[src/rtl/free_list.sv]
// free_list
// Physical-register free list for the 3-wide rename/dispatch stage. It is a
// ring buffer of free PR numbers. Allocation pops from head and retirement
// pushes Told at tail. A squash makes every in-flight Tnew free again in one
// cycle by pulling head back to the post-retire tail. Way 2 is always the
// oldest instruction of a group.
//
// Ports
//   clock          system clock, all state updates on posedge
//   reset          synchronous, active-high
//   dis_new_pr_en  per-way allocate request (bit 2 = oldest)
//   retire_en      per-way retire valid from ROB commit (bit 2 = oldest)
//   retire_told    Told of each retiring way
//   squash         precise-state recovery request
//   free_pr_valid  thermometer from way 2 of available PRs
//   free_pr        PR offered to each way, combinational on dis_new_pr_en
//   fl_count       current number of free entries
module free_list #(
  parameter int PR_NUM = 64,
  parameter int AR_NUM = 32,
  parameter int PR_W   = $clog2(PR_NUM)
) (
  input  logic                                   clock,
  input  logic                                   reset,
  input  logic [2:0]                             dis_new_pr_en,
  input  logic [2:0]                             retire_en,
  input  logic [2:0][PR_W-1:0]                   retire_told,
  input  logic                                   squash,
  output logic [2:0]                             free_pr_valid,
  output logic [2:0][PR_W-1:0]                   free_pr,
  output logic [$clog2(PR_NUM-AR_NUM+1)-1:0]     fl_count
);

  localparam int FL_DEPTH = PR_NUM - AR_NUM;
  localparam int PTR_W    = $clog2(FL_DEPTH);
  localparam int CNT_W    = $clog2(FL_DEPTH + 1);
  localparam logic [PTR_W:0] DEPTH_P = (PTR_W+1)'(FL_DEPTH);
  localparam logic [CNT_W-1:0] FULL_P = CNT_W'(FL_DEPTH);

  logic [PR_W-1:0]  slots_q [FL_DEPTH];
  logic [PTR_W-1:0] head_q, head_d;
  logic [PTR_W-1:0] tail_q, tail_d;
  logic [CNT_W-1:0] count_q, count_d;

  logic [1:0]             pops;
  logic [1:0]             pushes;
  logic [2:0]             wrEn;
  logic [2:0][PTR_W-1:0]  wrAddr;

  // Pointer advance with wrap, written so a non power-of-two depth still
  // wraps without a gap.
  function automatic logic [PTR_W-1:0] ptrAdd(input logic [PTR_W-1:0] p,
                                               input logic [1:0] n);
    logic [PTR_W:0] s;
    s = {1'b0, p} + (PTR_W+1)'(n);
    if (s >= DEPTH_P) s = s - DEPTH_P;
    return s[PTR_W-1:0];
  endfunction

  // Allocation: enabled ways take consecutive slots from head, oldest way
  // first. Only as many ways as there are free entries actually pop, so an
  // over-request can never underflow head or count.
  always_comb begin
    logic [1:0] allocIdx;
    allocIdx = '0;
    pops     = '0;
    free_pr  = '0;
    for (int w = 2; w >= 0; w--) begin
      if (dis_new_pr_en[w]) begin
        free_pr[w] = slots_q[ptrAdd(head_q, allocIdx)];
        if (CNT_W'(allocIdx) < count_q) pops = pops + 2'd1;
        allocIdx = allocIdx + 2'd1;
      end else begin
        free_pr[w] = slots_q[head_q];
      end
    end
  end

  // Retirement: enabled ways write consecutive slots from tail, oldest first.
  always_comb begin
    logic [1:0] pushIdx;
    pushIdx = '0;
    wrEn    = '0;
    wrAddr  = '0;
    for (int w = 2; w >= 0; w--) begin
      if (retire_en[w]) begin
        wrEn[w]   = 1'b1;
        wrAddr[w] = ptrAdd(tail_q, pushIdx);
        pushIdx   = pushIdx + 2'd1;
      end
    end
    pushes = pushIdx;
  end

  // Next state. A squash keeps the same-cycle retires, then restarts
  // allocation at the new tail: the slots between tail and the old head
  // still hold the popped Tnews, so they become free without a walk.
  always_comb begin
    tail_d = ptrAdd(tail_q, pushes);
    if (squash) begin
      head_d  = tail_d;
      count_d = FULL_P;
    end else begin
      head_d  = ptrAdd(head_q, pops);
      count_d = count_q - CNT_W'(pops) + CNT_W'(pushes);
    end
  end

  // State registers; reset restores the identity mapping of PRs
  // AR_NUM..PR_NUM-1 into the ring and overrides any same-cycle activity.
  always_ff @(posedge clock) begin
    if (reset) begin
      for (int i = 0; i < FL_DEPTH; i++) slots_q[i] <= PR_W'(AR_NUM + i);
      head_q  <= '0;
      tail_q  <= '0;
      count_q <= FULL_P;
    end else begin
      for (int w = 0; w < 3; w++) begin
        if (wrEn[w]) slots_q[wrAddr[w]] <= retire_told[w];
      end
      head_q  <= head_d;
      tail_q  <= tail_d;
      count_q <= count_d;
    end
  end

  // Thermometer of available PRs starting from the oldest way.
  always_comb begin
    if (count_q >= CNT_W'(3))      free_pr_valid = 3'b111;
    else if (count_q == CNT_W'(2)) free_pr_valid = 3'b110;
    else if (count_q == CNT_W'(1)) free_pr_valid = 3'b100;
    else                           free_pr_valid = 3'b000;
  end

  assign fl_count = count_q;

endmodule
[config.mk]
export PLATFORM = sky130hd
export DESIGN_NAME = free_list
export DESIGN_NICKNAME = d
export VERILOG_FILES = /design/src/rtl/free_list.sv
export SDC_FILE = /design/constraint.sdc
export NUM_CORES = 1
export LEC_CHECK = 0
export ABC_AREA = 0
export CORE_MARGIN = 8
export CORE_UTILIZATION = 30
export CTS_BUF_LIST = sky130_fd_sc_hd__clkbuf_4
export DETAILED_ROUTE_END_ITERATION = 6
export REMOVE_ABC_BUFFERS = 1
export SLEW_MARGIN = 20
export SYNTH_ARGS = -nofsm -noshare
export SYNTH_HDL_FRONTEND = slang
export SYNTH_SLANG_ARGS = --single-unit
[constraint.sdc]
create_clock -name clock -period 5.8 [get_ports clock]
set_input_delay 1.16 -clock clock [delete_from_list [all_inputs] [get_ports clock]]
set_output_delay 1.16 -clock clock [all_outputs]
set_load 0.02 [all_outputs]
==> results.yml, run 1 <==
run_status:
  outcome: "finished with violations"
  violations: "design-rule violations"
sta:
  finalSetupTns_ns: 0
  finalCriticalPeriod_ns: 5.68
  timing.final.crit_share_pct: 97.9
  fmax_mhz: 176
  finClkSkew_ns: 0.0438
  slew_violations: 0
  worstMarginPinSlew_ns: 1.04
  rsz0062_at_grt: "no"
  setup_viol: 0
  relSlewSlack_pct: 30.3
  fin_ws_ns: 0.124
  hold_viol: 0
detailed_routing:
  avgViaCountPerCell: 6.46
  vias: 16300
  drt_wl_total_um: 78500
  wl_per_cell_um: 31.2
  drc: 31
  antenna_left: 0
  drtIter0Drc: 2681
  firstDrtPassIters: 7
clock_tree:
  cts_buffers: 54
  cts-hold-fix-buffers: 0
  cts_root_buf: "clkbuf_4"
  postCtsResizedCells: 0
  cts.path.max_buffers: 3
  clk_latency_ns: 0.73
  post_cts_buffers: 0
  cts.sinks: 208
  cts_tree: "done"
  clk_pin_slew_ns: 0.06
  cts_htree_levels: 2
synthesis:
  synth-compound-area-share_pct: 21.2
  synth-edff-count: 192
  yosysWarnings: 0
  ys.flop_type: "edfxtp_1"
  ys_types: 79
  synth_top_family_by_area: "compound AO/OA/AOI/OAI gates"
  ys_async_sr_fraction_pct: 0
  synth-seq-cells: 208
  netlist_area_um2: 16800
  synth_fa_ha_area_share_pct: 2.73
  synth_xor_area_share_pct: 1.50
  syn_area_per_cell_um2: 10.1
  syn_inst: 1668
  yosys.area_share.simple_pct: 14.6
  synth_mux_area_share_pct: 19.4
  seq_area_frac_synth_pct: 36.2
power_and_ir_drop:
  leakage_nw: 6.31
  power_density_nw_per_um2: 339
  finalPower_mw: 6.51
  ir_drop_mv: 0.222
cells_and_area:
  postLayoutCellArea_um2: 19200
  n_fill_cell: 5568
  final_nets: 1780
  synthToLayoutAreaGrowth_pct: 14.2
  drive_gt1_share_pct: 18.1
  fin_util_pct: 34.7
run:
  max_cap_violations: 0
global_route:
  grt_max_degree: 100
  grt_pass1_vias: 15200
  antenna_found_initial: 1
  grt_pass1_wl_um: 109000
  overflow: 0
  grt_use_total_pct: 23.5
floorplanning:
  boundaryPins: 54
  start_util_pct: 30.4
  num_rows: 86
  coreArea_um2: 55200
  die_y_um: 253
  design.die.area_um2: 63800
  die_x_um: 253
placement:
  io_buffer_count: 53
  place.gp.congestion: 1.03
  post-place-ws_ns: 0.115
  hpwl_um: 56700
  placed_cell_area_um2: 18500
setup_path:
  cp-end-kind: "output pin"
  crit_fanout: 34
  worstPathArrival_ns: 4.52
  crit_required_ns: 4.64
  cp-start-kind: "input port"
  setup.worst_path.class: "input port to output pin"
hold_path:
  hold_class: "register to register"
## cells in the final DEF, fill, tap and decap left out, drive strengths merged, types with 15 or more instances in the layout
master,netlist,final
a21o,21,21
a21oi,95,95
a221o,23,23
a222oi,25,25
a22oi,73,73
buf,37,85
clkbuf,105,71
clkdlybuf4s50,0,53
clkinv,3,33
dfxtp,16,16
edfxtp,192,192
ha,27,27
inv,38,38
mux2i,110,110
mux4,96,96
nand2,219,219
nand2b,29,29
nand3,40,40
nor2,123,123
nor3,30,30
o2111ai,29,29
o21ai,45,45
o221a,21,21
o22ai,70,70
or3,18,18
xnor2,15,15
## metal layers
layer	track usage, %	up-vias	part of all wire, %
met4	10.4	0	4.7
met1	32.1	7978	41
met5	0	-	0
li1	-	6744	-
met3	8.90	234	15
met2	32.6	1295	40
## critical path, cell delays in order
cell	delay (ns)
clkdlybuf4s50_1	0.44
ha_1	0.35
ha_4	0.18
fa_2	0.57
buf_12	0.23
mux4_2	0.35
mux2i_1	0.30
o22a_1	0.22
o211ai_1	0.10
clkdlybuf4s50_1	0.57
## sequential cells by signal, summed over array words and instances (netlist names)
signal,flops
head_q,5
slots_q,192
tail_q,5
fl_count,6
## stage by stage
step	hold slack, ns	instances
final	0.662	2515
after detailed placement	0.647	2412
after CTS	0.666	2514
after floorplan	0.616	1526
after global routing	0.734	2515
after global placement	0.633	2412
## Yosys cell counts, types with 11 or more instances
library cell	n	area, um^2
o211ai_1	12	90.1
edfxtp_1	192	5770
xor2_1	11	96.3
buf_1	11	41.3
inv_1	37	139
ha_1	27	338
o221ai_1	11	96.3
a21o_1	21	158
buf_2	21	105
a221o_1	23	230
a222oi_1	25	250
xnor2_1	14	123
o2111ai_1	29	254
dfxtp_1	16	320
o221a_2	21	236
nand2b_1	29	181
nand3_1	40	200
a22oi_1	73	548
mux2i_1	110	1100
or3_1	17	106
nand2_1	218	818
nor3_1	28	140
mux4_2	96	2160
o22ai_1	70	438
o22a_1	12	105
a21oi_1	95	475
o21ai_0	44	220
clkbuf_1	105	394
nor2b_1	14	87.6
nor2_1	122	458
## final timing paths
| kind | to | slack, ns | cells after the start | start |
|---|---|---|---|---|
| worst max register to register | fl_count[5] | 1.87 | 18 | fl_count[3] |
| worst min-delay path | fl_count[5] | 0.66 | 4 | fl_count[5] |
| worst max-delay path | free_pr[4] | 0.12 | 10 | dis_new_pr_en[1] |
| worst min register to register | fl_count[5] | 0.66 | 4 | fl_count[5] |
## logic make-up after synthesis
| group | Yosys count |
|---|---|
| AOI/OAI and AO/OA | 486 |
| buffers and inverters | 183 |
| DFF | 208 |
| xor gates and xnor gates | 27 |
| muxes | 206 |
| and+or+nand+nor | 525 |
| adders and majority gates | 33 |
## area by class of cell
cell class                      count  area [um^2]  share of cell area (%)
Clock buffer                       71          533                    2.78
Clock inverter                     31          160                   0.835
Inverter                           41          154                   0.802
Antenna cell                        1         2.50                  0.0130
Multi-Input combinational cell   1277        10000                    52.3
Tap cell                          748          936                    4.88
Sequential cell                   208         6090                    31.8
Timing Repair Buffer              138         1280                    6.68
## power by group
| part | switching, mW | internal (mW) | leakage, nW |
|---|---|---|---|
| combinational | 1.92 | 1.43 | 4.17 |
| sequential | 0.143 | 1.73 | 1.73 |
| clock | 0.656 | 0.627 | 0.414 |
(Power assumes the default switching activity.)
==> inputs of run 2 (changes only) <==
REMOVE_ABC_BUFFERS = unset   (was 1)
clock period = 7.3 ns   (was 5.8 ns; I/O delays follow)
==> results.yml, run 2 (synthesis gave the netlist of run 1 again) <==
floorplanning:
  die_x_um: 253
  num_rows: 86
  boundaryPins: 54
  coreArea_um2: 55200
  design.die.area_um2: 63800
  start_util_pct: 30.4
  die_y_um: 253
detailed_routing:
  antenna_left: 0
  wl_per_cell_um: 31.0
  avgViaCountPerCell: 6.64
  firstDrtPassIters: 7
  vias: 16400
  drc: 22
  drt_wl_total_um: 76600
  drtIter0Drc: 2862
global_route:
  grt_pass1_vias: 15200
  grt_max_degree: 61
  grt_pass1_wl_um: 107000
  overflow: 0
  antenna_found_initial: 3
  grt_use_total_pct: 22.9
hold_path:
  hold_depth: 4
  hold_class: "register to register"
  whs_endpoint: "fl_count[5]"
  min_from: "fl_count[5]"
clock_tree:
  postCtsResizedCells: 0
  cts-hold-fix-buffers: 0
  cts.path.max_buffers: 3
  clk_latency_ns: 0.78
  post_cts_buffers: 0
  cts_root_buf: "clkbuf_4"
  cts.sinks: 208
  cts_buffers: 54
  cts_htree_levels: 2
  cts_tree: "done"
  clk_pin_slew_ns: 0.06
setup_path:
  cp-end-kind: "output pin"
  crit_fanout: 15
  r2r-start: "tail_q[0]"
  setup.worst_path.class: "input port to output pin"
  worst-r2r-setup-slack_ns: 3.35
  ff2ff_path_depth: 6
  worstPathArrival_ns: 5.18
  crit_required_ns: 5.84
  cp-start-kind: "input port"
  reg2reg_to: "slots_q[15][3]"
cells_and_area:
  final_nets: 1737
  seq_area_um2: 6090
  instances_no_fill: 2467
  synthToLayoutAreaGrowth_pct: 11.8
  drive_gt1_share_pct: 16.0
  regMostFlops: "slots_q"
  n_fill_cell: 5552
  layout_common_cells: "nand2_1 (218), edfxtp_1 (192), nor2_1 (122)"
  largest_reg_flops: 192
  multi_input_area_um2: 10000
  postLayoutCellArea_um2: 18800
  layout_commonest_cell: "nand2_1"
sta:
  hold_viol: 0
  finClkSkew_ns: 0.0259
  relSlewSlack_pct: 27.2
  setup_viol: 0
  finalSetupTns_ns: 0
  worstMarginPinSlew_ns: 1.09
  timing.final.crit_share_pct: 90.9
  finalCriticalPeriod_ns: 6.64
  fin_hold_ws_ns: 0.674
  fmax_mhz: 151
  rsz0062_at_grt: "no"
  slew_violations: 0
run:
  max_cap_violations: 0
run_status:
  violations: "design-rule violations"
  outcome: "finished with violations"
placement:
  place.gp.congestion: 1.03
  io_buffer_count: 53
  placed_cell_area_um2: 18100
  dp_cells: 2369
  hpwl_um: 54600
power_and_ir_drop:
  power_density_nw_per_um2: 270
  leakage_nw: 6.07
  ir_drop_mv: 0.167
synthesis:
  syn-num-nets: 1728
[run 2: cell count changes in the layout (fill, tap and decap cells not counted), sizes merged]
cell and change:
buf -42, bufinv +1, clkdlybuf4s50 -1, clkinv -11
clkinvlp +1, diode +4
[run 2: through the flow]
stage | setup WS, ns | utilization (%) | power [mW]
floorplan | 1.87 | - | 3.19
global placement | 0.753 | 32.8 | 4.00
detailed placement | 0.713 | 32.8 | 4.01
CTS | 0.708 | 34.0 | 5.03
global route | 0.559 | 34.0 | 5.26
finish | 0.663 | 34.0 | 5.06
[run 2: cell type report]
type / count / area share [%]
flip-flops and latches: 208 / 32.4
repair buffers: 95 / 4.74
clock buffers: 71 / 2.84
well taps: 748 / 4.98
clock inverters: 22 / 0.779
multi-input cells: 1277 / 53.4
inverters: 41 / 0.819
diodes: 5 / 0.0666
[run 2: worst max-delay path by stage]
stage,startpoint,endpoint,cells after the start
after floorplan,dis_new_pr_en[1],free_pr[4],10
after global placement,dis_new_pr_en[2],free_pr[4],11
final,dis_new_pr_en[2],free_pr[2],10
after detailed placement,dis_new_pr_en[2],free_pr[1],10
after CTS,dis_new_pr_en[2],free_pr[1],10
after global routing,dis_new_pr_en[2],free_pr[5],11
[run 2: per-layer routing]
metal  part of all wire, %  routed length, um  up-vias  global-route usage [%]
met5                  0.20                156        -                    1.77
met3                    16              11900      313                    7.45
li1                      -                  -     6658                       -
met1                    38              28800     7888                    30.4
met4                   5.9               4520        2                    12.2
met2                    41              31200     1508                    32.6
[run 2: report_power, final]
part | switching, mW | internal (mW) | leakage [nW]
registers | 0.169 | 1.37 | 1.73
clock network | 0.507 | 0.524 | 0.399
logic | 1.43 | 1.06 | 3.94
total | 2.10 | 2.96 | 6.07
[run 2: critical path, cell delays in order]
cell and delay, ns:
clkdlybuf4s50_1 0.57, ha_1 0.30, ha_4 0.18, fa_2 0.84, buf_4 0.27, mux4_2 0.32
mux2i_1 0.31, o22a_1 0.21, o211ai_1 0.13, clkdlybuf4s50_1 0.59
